**config.mk**
```make
export PLATFORM = sky130hd
export DESIGN_NAME = fetch_stage
export DESIGN_NICKNAME = d
export VERILOG_FILES = /design/src/rtl/fetch_stage_pkg.sv /design/src/rtl/fetch_stage_pc_register.sv /design/src/rtl/fetch_stage.sv
export SDC_FILE = /design/constraint.sdc
export NUM_CORES = 1
export LEC_CHECK = 0
export ABC_AREA = 1
export CORE_MARGIN = 5
export CORE_UTILIZATION = 35
export CTS_CLUSTER_DIAMETER = 80
export DETAILED_ROUTE_END_ITERATION = 7
export DONT_BUFFER_PORTS = 1
export SLEW_MARGIN = 20
export SYNTH_ARGS = -nofsm -noshare
export SYNTH_HDL_FRONTEND = slang
export SYNTH_HIERARCHICAL = 1
export SYNTH_SLANG_ARGS = --single-unit
export TNS_END_PERCENT = 30
```
**constraint.sdc**
```tcl
create_clock -name clk -period 2 [get_ports clk]
set_input_delay 0.4 -clock clk [delete_from_list [all_inputs] [get_ports clk]]
set_output_delay 0.4 -clock clk [all_outputs]
set_load 0.01 [all_outputs]
```
**src/rtl/fetch_stage_pkg.sv**
```systemverilog
// Shared CPU constants and the fetch state type used by the fetch stage.
package fetch_stage_pkg;
    localparam logic [31:0] NOP_INSTR  = 32'h0000_0000;
    localparam logic [31:0] HALT_INSTR = 32'hFFFF_FFFF;
    localparam logic [31:0] RESET_PC   = 32'h0000_0000;

    typedef enum logic {
        ST_RUN  = 1'b0,
        ST_HALT = 1'b1
    } fetch_state_e;
endpackage

```
**src/rtl/fetch_stage_pc_register.sv**
```systemverilog
// Program counter flop with load enable and a redirect/increment next-PC mux.
module pc_register #(
    parameter logic [31:0] RESET_VAL = 32'h0000_0000
) (
    input  logic        clk,
    input  logic        rst_n,
    input  logic        i_load_en,
    input  logic        i_redirect,
    input  logic [31:0] i_target,
    output logic [31:0] o_pc,
    output logic [31:0] o_pc_plus4
);
    logic [31:0] r_pc;
    logic [31:0] w_next_pc;

    assign o_pc       = r_pc;
    assign o_pc_plus4 = r_pc + 32'd4;
    // Low address bits are forced to zero so the PC stays word aligned.
    assign w_next_pc  = i_redirect ? (i_target & ~32'h3) : o_pc_plus4;

    always_ff @(posedge clk or negedge rst_n) begin
        if (!rst_n)
            r_pc <= RESET_VAL & ~32'h3;
        else if (i_load_en)
            r_pc <= w_next_pc;
    end
endmodule

```
**src/rtl/fetch_stage.sv**
```systemverilog
// Instruction fetch stage: PC sequencing, IF/ID pipeline register and halt detection.
module fetch_stage
    import fetch_stage_pkg::*;
#(
    parameter logic [31:0] RESET_PC   = fetch_stage_pkg::RESET_PC,
    parameter logic [31:0] HALT_INSTR = fetch_stage_pkg::HALT_INSTR
) (
    input  logic        clk,
    input  logic        rst_n,
    input  logic        stall,
    input  logic        branch_taken,
    input  logic [31:0] branch_target,
    output logic [31:0] imem_addr,
    input  logic [31:0] imem_rdata,
    output logic [31:0] if_id_instr,
    output logic [31:0] if_id_pc_plus4,
    output logic        if_id_valid,
    output logic        halted
);
    fetch_state_e r_state, w_state_nxt;
    logic [31:0]  w_pc, w_pc_plus4;
    logic         w_pc_load, w_ifid_load, w_ifid_flush;
    logic [31:0]  r_instr, r_pc_plus4;
    logic         r_valid;

    pc_register #(.RESET_VAL(RESET_PC)) u_pc (
        .clk        (clk),
        .rst_n      (rst_n),
        .i_load_en  (w_pc_load),
        .i_redirect (branch_taken),
        .i_target   (branch_target),
        .o_pc       (w_pc),
        .o_pc_plus4 (w_pc_plus4)
    );

    // Priority: branch > stall > halted > normal fetch.
    always_comb begin
        w_state_nxt  = r_state;
        w_pc_load    = 1'b0;
        w_ifid_load  = 1'b0;
        w_ifid_flush = 1'b0;
        if (branch_taken) begin
            w_state_nxt  = ST_RUN;
            w_pc_load    = 1'b1;
            w_ifid_flush = 1'b1;
        end else if (stall) begin
            w_state_nxt = r_state;
        end else if (r_state == ST_HALT) begin
            w_ifid_flush = 1'b1;
        end else begin
            w_ifid_load = 1'b1;
            if (imem_rdata == HALT_INSTR)
                w_state_nxt = ST_HALT;
            else
                w_pc_load = 1'b1;
        end
    end

    always_ff @(posedge clk or negedge rst_n) begin
        if (!rst_n)
            r_state <= ST_RUN;
        else
            r_state <= w_state_nxt;
    end

    always_ff @(posedge clk or negedge rst_n) begin
        if (!rst_n) begin
            r_instr    <= NOP_INSTR;
            r_pc_plus4 <= 32'h0;
            r_valid    <= 1'b0;
        end else if (w_ifid_flush) begin
            r_instr    <= NOP_INSTR;
            r_pc_plus4 <= 32'h0;
            r_valid    <= 1'b0;
        end else if (w_ifid_load) begin
            r_instr    <= imem_rdata;
            r_pc_plus4 <= w_pc_plus4;
            r_valid    <= 1'b1;
        end
    end

    assign imem_addr      = w_pc;
    assign if_id_instr    = r_instr;
    assign if_id_pc_plus4 = r_pc_plus4;
    assign if_id_valid    = r_valid;
    assign halted         = (r_state == ST_HALT);
endmodule

```
==> metrics.txt <==
fill count=1558; Worst EP arrival=1.91 ns; Slew Limit Fails=0; initial antenna violation count=0; core area=about 15000 um^2; cell taking the most area after synthesis=dfrtp_1; Final period util=a little over four fifths; ant diodes=0; Detailed Routing Iterations Pass 1=5; final setup fails=0; maximum VDD drop=roughly 0.44 mV; via count=4562; post-synth cell types=27; Place WS=0.328 ns; CTS Buffer Depth=2; proportion of layout cells with a drive suffix above 1=6.63%; die width=133 um; antenna viol nets, final=0; async set-reset flop share out of synthesis=between 90% and 100%; Final nets=774; most frequent cell after synthesis=nand2_1; Final Power=between 4000 and 5000 uW; top cells by count, synth=nand2_1, nand3_1, dfrtp_1; initial core utilization=36.0%; crit path max fanout=5; die area=around 18000 um^2; gpl congestion=0.890; WL per Instance=17.4 um; FF+latch count, synth=96; Synth Instances=726; required time of the worst setup path=2.23 ns; Final WS setup=approximately 0.32 ns; hold slack final=-0.258 ns; synth warn=6; synthesis-to-finish area growth=6.73%; Setup crit end=if_id_pc_plus4[25]; CP startpoint kind=register; Leak=0.00290 uW; clk_lat worst skew=0.35 ns; Worst Max-Slew Pin Slew=0.520 ns; DRT iter0 DRCs=302; CTS tree=yes; H-tree levels=3; clk slew on worst S/H paths=roughly 0.080 ns; Via density=5.11; hpwl dp=10.9 mm; FMAX=597 MHz; gr usage total=17.6%; GRT overflow=0; die height=133 um; worst hold path class=in2async; Clock Tree Root=clkbuf_16; Critical Path Source=u_pc/o_pc[10]; setup TNS=0 ns; number of synthesized flops with an enable pin=0; area fraction of the dominant cell type after synthesis=between 40% and 50%; IO Port Bufs=0; synthesized cell area=5280 um^2; total routed wirelength=15.6 mm; Num CTS Buffers=9; Slew Limit Headroom=roughly two thirds; Top Ports=166; Sink Count=96; final hold vios=96; power per cell area=around 840 nW/um^2; Worst R2R Path Depth=9; dpl cell area=5380 um^2; top cells by area, synth=dfrtp_1, nand2_1, nand3_1; Mapped Avg Cell Area=7.27 um^2; maxcap violations=0; Std-Cell Rows=44; design area=5630 um^2; first-pass GRT wire length=24.6 mm; violated checks=hold timing; Setup CP Type=reg2reg; Core Util, Final=38.5%; DRC viols=0; r2r setup slk=0.32 ns; vias in the first global route=between 4000 and 5000; Max Clock Skew=0.0130 ns; sequential-to-total area share from yosys stat=45.5%; status=finished with violations; RSZ-0062 raised after global routing=false; critical path endpoint category=register; fin crit period=1.68 ns; RR Startpoint=u_pc/o_pc[10]; commonest register cell after synthesis=dfrtp_1; worst flop-to-flop path endpoint=if_id_pc_plus4[25]; largest net degree at the start of global routing=130
[metal layers]
metal	vias to the layer above	global-route usage [%]	share of wire (%)
met5	-	0	0
met4	0	4.10	1.3
met3	12	7.25	9.2
met2	153	26.9	45
met1	2115	23.3	44
li1	2282	-	-
[cells by family after synthesis]
logic type                 share of synthesized area, %
and+or+nand+nor                                    41.0
xor gates and xnor gates                          0.995
adders and majority gates                         0.237
DFF                                                45.5
AOI/OAI and AO/OA                                  4.39
buffers and inverters                              7.77
other                                            0.0710
[how the worst min path moves through the flow]
stage / from / to / cells after the start
after floorplan: rst_n / halted / 0
after global placement: rst_n / if_id_instr[7] / 0
after detailed placement: rst_n / if_id_instr[7] / 0
after CTS: rst_n / if_id_pc_plus4[16] / 0
after global routing: rst_n / u_pc/o_pc[16] / 0
final: rst_n / u_pc/o_pc[16] / 0
[per-stage QoR]
step | cells | hold slack, ns
floorplan | 729 | 0.104
CTS | 893 | -0.276
global route | 893 | -0.282
finish | 893 | -0.258
global placement | 878 | 0.107
detailed placement | 878 | 0.108
[power by group]
part           internal, uW  switching [uW]
registers              2120             323
clock network           832             741
logic                   246             484
total                  3200            1550
[worst max-delay path, cell delays in order (launching register included)]
cell and delay [ns]:
dfrtp_1 0.45, nand2_1 0.18, nor2_2 0.28, nand2_2 0.14, nor2_8 0.14, nand2_1 0.06
nand2_1 0.07, nand2_1 0.10, nand3_1 0.09, nand2_1 0.05
[area by class of cell]
type	count	area [um^2]	share of cell area, %
clock buffer	11	233	4.13
clock inverter	4	22.5	0.400
inverter	44	166	2.95
multi-input combinational	546	2480	44.1
sequential	96	2400	42.6
tap	184	230	4.09
timing repair buffer	8	97.6	1.73
[flip-flops by register name (all words and copies together), names as in the netlist]
name / cells
u_pc/o_pc: 30
if_id_valid: 1
if_id_pc_plus4: 32
if_id_instr: 32
halted: 1
[cell usage in the layout (no fill, tap or decap), types with 3 or more instances in the layout]
cell         n
o22ai_1      6
nor2_1      84
nor2_2       4
o21ai_1      7
a21oi_1     18
clkinv_2     4
xor2_1       4
conb_1       4
nand2_2      5
nand3_1    154
nor2_4       6
clkbuf_16    9
buf_4        5
o21ai_0     12
nand2_4      3
nand2_1    229
inv_2        4
dfrtp_1     96
buf_12       3
inv_1       39
[repair_timing]
item,in CTS,in global routing
buffers inserted,0,0
endpoints found under the hold margin,96,96
gates resized for setup,0,0
Power figures use the tool's default switching activity.
